File: src/rtl/rtl_divide_pkg.sv
// Shared definitions for the sequential divider and its sibling multiplier FSM.
// Holds the common state encoding and the iteration counter sizing rule.
package rtl_divide_pkg;

   typedef enum logic [1:0] {
      IDLE = 2'd0,
      CALC = 2'd1,
      DONE = 2'd2
   } state_e;

   // Wide enough to hold the full 2*width iteration count itself.
   function automatic int cnt_width(input int width);
      return $clog2(2 * width + 1);
   endfunction

endpackage

File: src/rtl/rtl_divide_div_step.sv
// One restoring-division iteration: shift in the next dividend bit, then
// subtract the divisor if it fits and report the resulting quotient bit.
module div_step
   import rtl_divide_pkg::*;
#(
   parameter int WIDTH = 4
) (
   input  logic [WIDTH:0]   prem_i,
   input  logic             bit_i,
   input  logic [WIDTH-1:0] divisor_i,
   output logic [WIDTH:0]   prem_o,
   output logic             q_bit_o
);

   logic [WIDTH+1:0] ext;
   logic [WIDTH:0]   trial;

   // The partial remainder stays below the divisor, so a successful
   // subtraction always fits back into WIDTH+1 bits.
   always_comb begin
      ext     = {prem_i, bit_i};
      trial   = ext[WIDTH:0] - {1'b0, divisor_i};
      q_bit_o = (ext >= {2'b00, divisor_i});
      prem_o  = q_bit_o ? trial : ext[WIDTH:0];
   end

endmodule

File: src/rtl/rtl_divide.sv
// Sequential restoring divider: 2*WIDTH-bit dividend by WIDTH-bit divisor,
// one quotient bit per clock, start/done handshake matching the multiplier.
module rtl_divide
   import rtl_divide_pkg::*;
#(
   parameter int WIDTH = 4
) (
   input  logic               clk,
   input  logic               reset_n,
   input  logic               start,
   input  logic [2*WIDTH-1:0] dividend,
   input  logic [WIDTH-1:0]   divisor,
   output logic [2*WIDTH-1:0] quotient,
   output logic [WIDTH-1:0]   remainder,
   output logic               done,
   output logic               busy,
   output logic               div_by_zero
);

   localparam int CNT_W = cnt_width(WIDTH);
   localparam logic [CNT_W-1:0] CNT_LOAD = CNT_W'(2 * WIDTH);
   localparam logic [CNT_W-1:0] CNT_ONE  = CNT_W'(1);

   state_e               state_q, state_d;
   logic [2*WIDTH-1:0]   sr_q, sr_d;
   logic [WIDTH-1:0]     dvs_q, dvs_d;
   logic [WIDTH:0]       prem_q, prem_d;
   logic [CNT_W-1:0]     cnt_q, cnt_d;
   logic [2*WIDTH-1:0]   quot_q, quot_d;
   logic [WIDTH-1:0]     rem_q, rem_d;
   logic                 done_q, done_d;
   logic                 busy_q, busy_d;
   logic                 dbz_q, dbz_d;
   logic                 accept;
   logic                 zero_div;
   logic [WIDTH:0]       step_rem;
   logic                 step_bit;

   div_step #(
      .WIDTH(WIDTH)
   ) u_div_step (
      .prem_i    (prem_q),
      .bit_i     (sr_q[2*WIDTH-1]),
      .divisor_i (dvs_q),
      .prem_o    (step_rem),
      .q_bit_o   (step_bit)
   );

   always_ff @(posedge clk or negedge reset_n) begin
      if (!reset_n) begin
         state_q <= IDLE;
         sr_q    <= '0;
         dvs_q   <= '0;
         prem_q  <= '0;
         cnt_q   <= '0;
         quot_q  <= '0;
         rem_q   <= '0;
         done_q  <= 1'b0;
         busy_q  <= 1'b0;
         dbz_q   <= 1'b0;
      end else begin
         state_q <= state_d;
         sr_q    <= sr_d;
         dvs_q   <= dvs_d;
         prem_q  <= prem_d;
         cnt_q   <= cnt_d;
         quot_q  <= quot_d;
         rem_q   <= rem_d;
         done_q  <= done_d;
         busy_q  <= busy_d;
         dbz_q   <= dbz_d;
      end
   end

   // The first DONE cycle latches the result; start is only taken once done is up.
   always_comb begin
      state_d  = state_q;
      sr_d     = sr_q;
      dvs_d    = dvs_q;
      prem_d   = prem_q;
      cnt_d    = cnt_q;
      quot_d   = quot_q;
      rem_d    = rem_q;
      done_d   = done_q;
      busy_d   = busy_q;
      dbz_d    = dbz_q;
      accept   = 1'b0;
      zero_div = (dvs_q == '0);

      case (state_q)
         IDLE: accept = start;
         CALC: begin
            prem_d = step_rem;
            sr_d   = {sr_q[2*WIDTH-2:0], step_bit};
            cnt_d  = cnt_q - CNT_ONE;
            if (cnt_q == CNT_ONE) begin
               state_d = DONE;
            end
         end
         DONE: begin
            if (!done_q) begin
               busy_d = 1'b0;
               done_d = 1'b1;
               dbz_d  = zero_div;
               quot_d = zero_div ? '1 : sr_q;
               rem_d  = zero_div ? sr_q[WIDTH-1:0] : prem_q[WIDTH-1:0];
            end else begin
               accept = start;
            end
         end
         default: state_d = IDLE;
      endcase

      if (accept) begin
         sr_d    = dividend;
         dvs_d   = divisor;
         prem_d  = '0;
         cnt_d   = CNT_LOAD;
         busy_d  = 1'b1;
         done_d  = 1'b0;
         dbz_d   = 1'b0;
         state_d = (divisor == '0) ? DONE : CALC;
      end
   end

   assign quotient    = quot_q;
   assign remainder   = rem_q;
   assign done        = done_q;
   assign busy        = busy_q;
   assign div_by_zero = dbz_q;

endmodule

File: config.mk
export PLATFORM = sky130hd
export DESIGN_NAME = rtl_divide
export DESIGN_NICKNAME = d
export VERILOG_FILES = /design/src/rtl/rtl_divide_pkg.sv /design/src/rtl/rtl_divide_div_step.sv /design/src/rtl/rtl_divide.sv
export SDC_FILE = /design/constraint.sdc
export NUM_CORES = 1
export LEC_CHECK = 0
export CAP_MARGIN = 20
export CORE_MARGIN = 3
export CORE_UTILIZATION = 50
export DETAILED_ROUTE_END_ITERATION = 12
export PLACE_DENSITY = 0.8
export SLEW_MARGIN = 20
export SYNTH_ARGS = -nofsm -noshare
export SYNTH_HDL_FRONTEND = slang
export SYNTH_SLANG_ARGS = --single-unit
File: constraint.sdc
create_clock -name clk -period 5.22 [get_ports clk]
set_input_delay 1.044 -clock clk [delete_from_list [all_inputs] [get_ports clk]]
set_output_delay 1.044 -clock clk [all_outputs]
set_load 0.05 [all_outputs]
==> results of run 1 <==
Yosys cell counts (all sizes together), types with 3 or more instances:
cell type	count	area (sq um)
nor4	3	40.0
nand2	32	120
a21oi	10	53.8
ha	6	75.1
o21ai	9	45.0
nor2	10	37.5
o22a	8	80.1
and2	3	18.8
dfrtp	38	951
buf	7	47.5
nand2b	5	38.8
mux2i	4	40.0
inv	7	26.3
a22oi	9	67.6
nand4	3	18.8
routing by layer:
metal | part of all wire (%) | global-route usage, % | vias to the layer above
met3 | 4.1 | 5.73 | 15
met4 | 3.1 | 11.2 | 0
li1 | - | - | 673
met5 | 0 | 0 | -
met2 | 49 | 32.2 | 39
met1 | 44 | 26.8 | 700
placed cells by master, fill, tap and decap left out, drive strengths merged, types with 2 or more instances in the layout:
| cell | Yosys | layout |
|---|---|---|
| xnor2 | 2 | 2 |
| nand2b | 5 | 5 |
| inv | 7 | 7 |
| clkdlybuf4s50 | 0 | 28 |
| a22oi | 9 | 9 |
| and2 | 3 | 3 |
| a21o | 2 | 2 |
| nand2 | 32 | 32 |
| nand3 | 2 | 2 |
| or3 | 2 | 2 |
| nand4 | 3 | 3 |
| o311ai | 2 | 2 |
| nor4 | 3 | 3 |
| clkbuf | 2 | 6 |
| ha | 6 | 6 |
| mux2i | 4 | 4 |
| bufinv | 0 | 2 |
| o21ai | 9 | 9 |
| dfrtp | 38 | 38 |
| a21oi | 10 | 10 |
| o22a | 8 | 8 |
| nor2 | 10 | 10 |
| nor2b | 2 | 2 |
metrics by stage:
step / instance area, sq um / setup slack [ps]
floorplan: 1840 / 3260
global placement: 2130 / 2620
detailed placement: 2130 / 2510
CTS: 2270 / 2650
global route: 2280 / 2630
finish: 2280 / 2670
registers in the layout (all words and copies together) (netlist names):
register / cells
busy: 1
cnt_q: 4
div_by_zero: 1
done: 1
dvs_q: 4
prem_q: 5
quotient: 8
remainder: 4
sr_q: 8
state_q: 2
cells by family (layout without fill, tap and decap cells):
family	Yosys count	in the layout
AND/OR/NAND/NOR	65	65
multiplexers	4	4
flip-flops	38	38
buffers and inverters	16	44
adder cells (fa/ha/maj)	7	7
AO/OA/AOI/OAI	44	44
XOR/XNOR	3	3
worst max path at each step:
stage	slack [ps]	to
4_1_cts	2650	done
6_report	2670	done
2_1_floorplan	3260	sr_q[5]
5_1_grt	2630	done
3_3_place_gp	2620	sr_q[0]
3_5_place_dp	2510	sr_q[1]
area by class of cell:
| type | count | area share [%] |
|---|---|---|
| Sequential cell | 38 | 41.8 |
| Multi-Input combinational cell | 123 | 35.7 |
| Timing Repair Buffer | 29 | 12.5 |
| Clock buffer | 6 | 3.63 |
| Clock inverter | 2 | 2.64 |
| Tap cell | 46 | 2.53 |
| Inverter | 7 | 1.15 |
power groups by stage:
stage          registers, mW  logic, mW  clock network, mW
3_3_place_gp           0.569      0.863                  0
4_1_cts                0.573      0.915              0.316
6_report               0.575      0.912              0.311
2_1_floorplan          0.736      0.497                  0
3_5_place_dp           0.577      0.904                  0
5_1_grt                0.599       1.00              0.326
==> qor.txt, run 1 <==
Crit Path Max Fanout = 4
Combinational fraction of design power = 50.7%
Critical-path cell list = clkdlybuf4s50_1
Fin crit share = 48.9%
Mux contribution to synthesized area = 2.18%
Pint = 1.00 mW
CP max stage delay = 820 ps
Worst reg2reg path depth = 6
Largest net degree at the start of global routing = 39
Vias in the first global route = 1446
Family with the most delay on the worst path = buffers and inverters
Die X = 66.7 um
Post-synth EDFFs = 0
LEAKAGE = 0.973 nW
Reg2reg start = dvs_q[0]
Starting Density = 53.5%
RSZ-0062 raised after global routing = no
Core Util, Final = 66.1%
CP startpoint kind = flip-flop
Vias/cell = 5.69
H-tree depth = 2
Final TNS setup = 0 ps
XOR/XNOR Fraction of Synth Area = 1.43%
GP Congestion = 0.920
PortBufs = 29
Final Max Slew Viols = 0
Multi-input gate area = 813 sq um
Share of layout cells above drive strength 1 = 12.2%
Total grt overflow = 0
Hold Path Stages = 1
Tot GR Track Use = 21.0%
Chip height = 66.7 um
Pwr/cell area = 790 nW/um^2
Cell count after synthesis = 177
Clock share of power = 17.3%
Critical Path Source = done
Placed Cells = 243
Stages on worst setup path = 1
CTS tree = done
DIE AREA = 4440 sq um
Setup crit end kind = output port
Wire per inst = 16.1 um
Row count = 21
Hold buffer count at cts = 0
P&R area growth vs syn = 23.7%
Worst-path cell with the longest stage delay = clkdlybuf4s50_1
Via count = 1427
Total CTS buffers = 5
Crit path DAT = 1510 ps
Sequential power share = 32.0%
Post_cts resized = 0
Distinct cells, synth = 37
Post-Synth Simple-Gate Area = 18.4%
Asr flop ratio synth = 100%
Post-synth top flop = dfrtp_1
DP HPWL = 2840 um
Drt pass-1 iters = 4
Syn_nets = 199
Largest family of logic cells by synthesized area = simple AND/OR/NAND/NOR gates
Complex-gate fraction of the synthesized area = 16.8%
Max Fclk = 392 MHz
Diodes inserted = 0
Reg2reg end = prem_q[3]
Fill cells = 249
#FFs+latches synth = 38
Final min period = 2550 ps
Clk sink count = 38
Detailed Route WL = 4040 um
Max Cap Viol = 0
Storage cell area = 951 sq um
Core region area = 3440 sq um
NetSw = 0.794 mW
Post-synthesis sequential area ratio = 51.7%
Worst EP required = 4180 ps
Worst reg2reg setup slack = 3080 ps
Outcome = finished, final reports clean
Hold_sp = quotient[1]
Fin. Hold Viols = 0
Global-route wire length before repair = 6880 um
Clock buffer depth = 2
Net Sw Frac = 44.2%
I/O pin count = 30
Clock tree root buffer cell = clkbuf_8
Hold-critical path endpoint = quotient[1]
Post-synthesis adder-cell area fraction = 5.17%
Finished Layout Cells = 251
Clock latency on the worst-skew pair = 300 ps
Max IR drop VDD = 0.330 mV
Buf+Inv Stages, Crit Path = 1
Critical path class = reg2out
Initial antenna violation count = 0
Post-route ant nets = 0
Slew headroom = 44.7%
DRC violations left = 0
Synthesized area = 1840 sq um
Mean area per synthesized cell = 10.4 sq um
HP Class = reg2reg
Final #Nets = 226
Worst Skew = 10.6 ps
Worst Hold Margin = 518 ps
Worst-margin pin slew = 829 ps
Syn. warnings = 0
# Post-CTS Setup Buffers = 0
Clock Pin Slew Worst Setup and Hold Paths = 80 ps
Final Total Pwr = 1.80 mW
Drt first-iter violations = 103
Final setup vio count = 0
No activity file was read; power rests on OpenSTA's default activity.
==> inputs of run 2 (changes only) <==
--- a/config.mk
+++ b/config.mk
@@ -7,9 +7,9 @@
 export LEC_CHECK = 0
 export CAP_MARGIN = 20
 export CORE_MARGIN = 3
-export CORE_UTILIZATION = 50
+export CORE_UTILIZATION = 47
 export DETAILED_ROUTE_END_ITERATION = 12
-export PLACE_DENSITY = 0.8
+export PLACE_DENSITY = 0.79
 export SLEW_MARGIN = 20
 export SYNTH_ARGS = -nofsm -noshare
 export SYNTH_HDL_FRONTEND = slang
==> constraint.sdc (replaced) <==
create_clock -name clk -period 2.13 [get_ports clk]
set_input_delay 0.426 -clock clk [delete_from_list [all_inputs] [get_ports clk]]
set_output_delay 0.426 -clock clk [all_outputs]
set_load 0.05 [all_outputs]
==> qor.txt, run 2 (synthesis gave the netlist of run 1 again) <==
Most frequent cells in the layout = 38 x dfrtp_1, 32 x nand2_1, 28 x clkdlybuf4s50_1
RSZ-0062 raised after global routing = no
Fin crit share = 93.6%
Global-route wire length before repair = 6110 um
Setup crit end kind = flip-flop
Post-route ant nets = 0
DIE AREA = 4700 sq um
Worst Skew = 5.42 ps
GP Congestion = 0.890
Drt pass-1 iters = 5
HP Class = in2async
Worst-margin pin slew = 825 ps
Chip height = 68.6 um
Final min period = 1990 ps
Reg2reg end = prem_q[1]
P&R area growth vs syn = 22.5%
Final #Nets = 231
Reg2reg start = dvs_q[0]
Wire per inst = 14.1 um
Critical Path Source = dvs_q[0]
Clk sink count = 38
Fin area = 2250 sq um
Total CTS buffers = 5
Worst-path cell with the longest stage delay = dfrtp_1
Critical path class = reg2reg
Hold buffer count at cts = 0
Die X = 68.6 um
Detailed Route WL = 3620 um
Vias/cell = 5.47
I/O pin count = 30
Drt first-iter violations = 107
Worst EP required = 2330 ps
Vias in the first global route = 1348
Starting Density = 49.5%
Max IR drop VDD = 1.14 mV
CTS tree = done
Critical-path cell list = ha_1, fa_1, nand2b_1, a21o_1, and2_1, o311ai_1
Worst Hold Margin = 227 ps
Share of layout cells above drive strength 1 = 13.4%
LEAKAGE = 0.971 nW
Fin. Hold Viols = 0
Clock latency on the worst-skew pair = 290 ps
Most common cell after layout, fill and taps aside = dfrtp_1
Via count = 1406
Initial antenna violation count = 0
Total grt overflow = 0
Crit path DAT = 2190 ps
Dpl cell area = 2170 sq um
Clock buffer depth = 2
Post_cts resized = 0
Crit Path Max Fanout = 5
CP max stage delay = 430 ps
Clock tree root buffer cell = clkbuf_8
Clock Pin Slew Worst Setup and Hold Paths = 70 ps
Row count = 22
CP startpoint kind = flip-flop
Final TNS setup = 0 ps
Largest net degree at the start of global routing = 39
Final setup vio count = 0
Tot GR Track Use = 17.8%
H-tree depth = 2
Pwr/cell area = 1830 nW/um^2
Max Cap Viol = 0
Setup crit end = prem_q[1]
DRC violations left = 0
Core region area = 3720 sq um
Outcome = finished, final reports clean
Worst reg2reg path depth = 6
Worst reg2reg setup slack = 140 ps
Diodes inserted = 0
Final Max Slew Viols = 0
PortBufs = 29
Max Fclk = 501 MHz
Slew headroom = 45.0%
# Post-CTS Setup Buffers = 0
DP HPWL = 2590 um
[run 2: cell count changes in the layout (fill, tap and decap cells not counted), sizes merged]
cell / change
bufinv: -2
buf: +5
clkbuf: -1
clkinv: +2
[run 2: power breakdown]
group	internal, mW	switching, mW
Sequential	1.08	0.312
Clock	0.219	0.246
Combinational	0.937	1.33
Total	2.24	1.88
[run 2: through the flow]
step           power, mW  worst slack [ps]  cells  utilization [%]
2_1_floorplan       3.02               292    177                -
4_1_cts             4.11               122    257             60.5
3_5_place_dp        3.64               141    250             58.4
6_report            4.12               135    257             60.7
3_3_place_gp        3.59               237    250             58.4
5_1_grt             4.44              22.2    257             60.7
[run 2: final cells by class]
| cell class | instances | area [sq um] |
|---|---|---|
| well taps | 48 | 60.1 |
| multi-input cells | 123 | 816 |
| clock buffers | 5 | 68.8 |
| fillers | 322 | 1460 |
| clock inverters | 2 | 10.0 |
| flip-flops and latches | 38 | 951 |
| repair buffers | 34 | 323 |
| inverters | 7 | 26.3 |
[run 2: worst min-delay path by stage]
stage,start,endpoint,slack [ps]
2_1_floorplan,reset_n,busy,130
3_3_place_gp,busy,busy,500
3_5_place_dp,quotient[3],quotient[3],500
4_1_cts,reset_n,cnt_q[0],260
5_1_grt,reset_n,remainder[3],300
6_report,reset_n,cnt_q[0],230
[run 2: metal layers]
layer / global-route usage, % / share of wire [%] / vias up
met2: 27.9 / 47 / 34
li1: - / - / 690
met1: 23.6 / 46 / 677
met5: 0 / 0 / -
met3: 5.51 / 5.5 / 5
met4: 5.21 / 1.2 / 0
[run 2: worst max-delay path: cells and delay by family, from the launching register on]
family	cells	cell delay [ps]
and+or+nand+nor	2	400
adders and majority gates	2	620
DFF	1	430
AOI/OAI and AO/OA	2	440
==> inputs of run 3 (changes only) <==
--- a/config.mk
+++ b/config.mk
@@ -5,9 +5,9 @@
 export SDC_FILE = /design/constraint.sdc
 export NUM_CORES = 1
 export LEC_CHECK = 0
-export CAP_MARGIN = 20
 export CORE_MARGIN = 3
 export CORE_UTILIZATION = 47
+export CTS_CLUSTER_SIZE = 16
 export DETAILED_ROUTE_END_ITERATION = 12
 export PLACE_DENSITY = 0.79
 export SLEW_MARGIN = 20
==> results of run 3 <==
Final layout, timing and power as in run 2 (identical DEF).
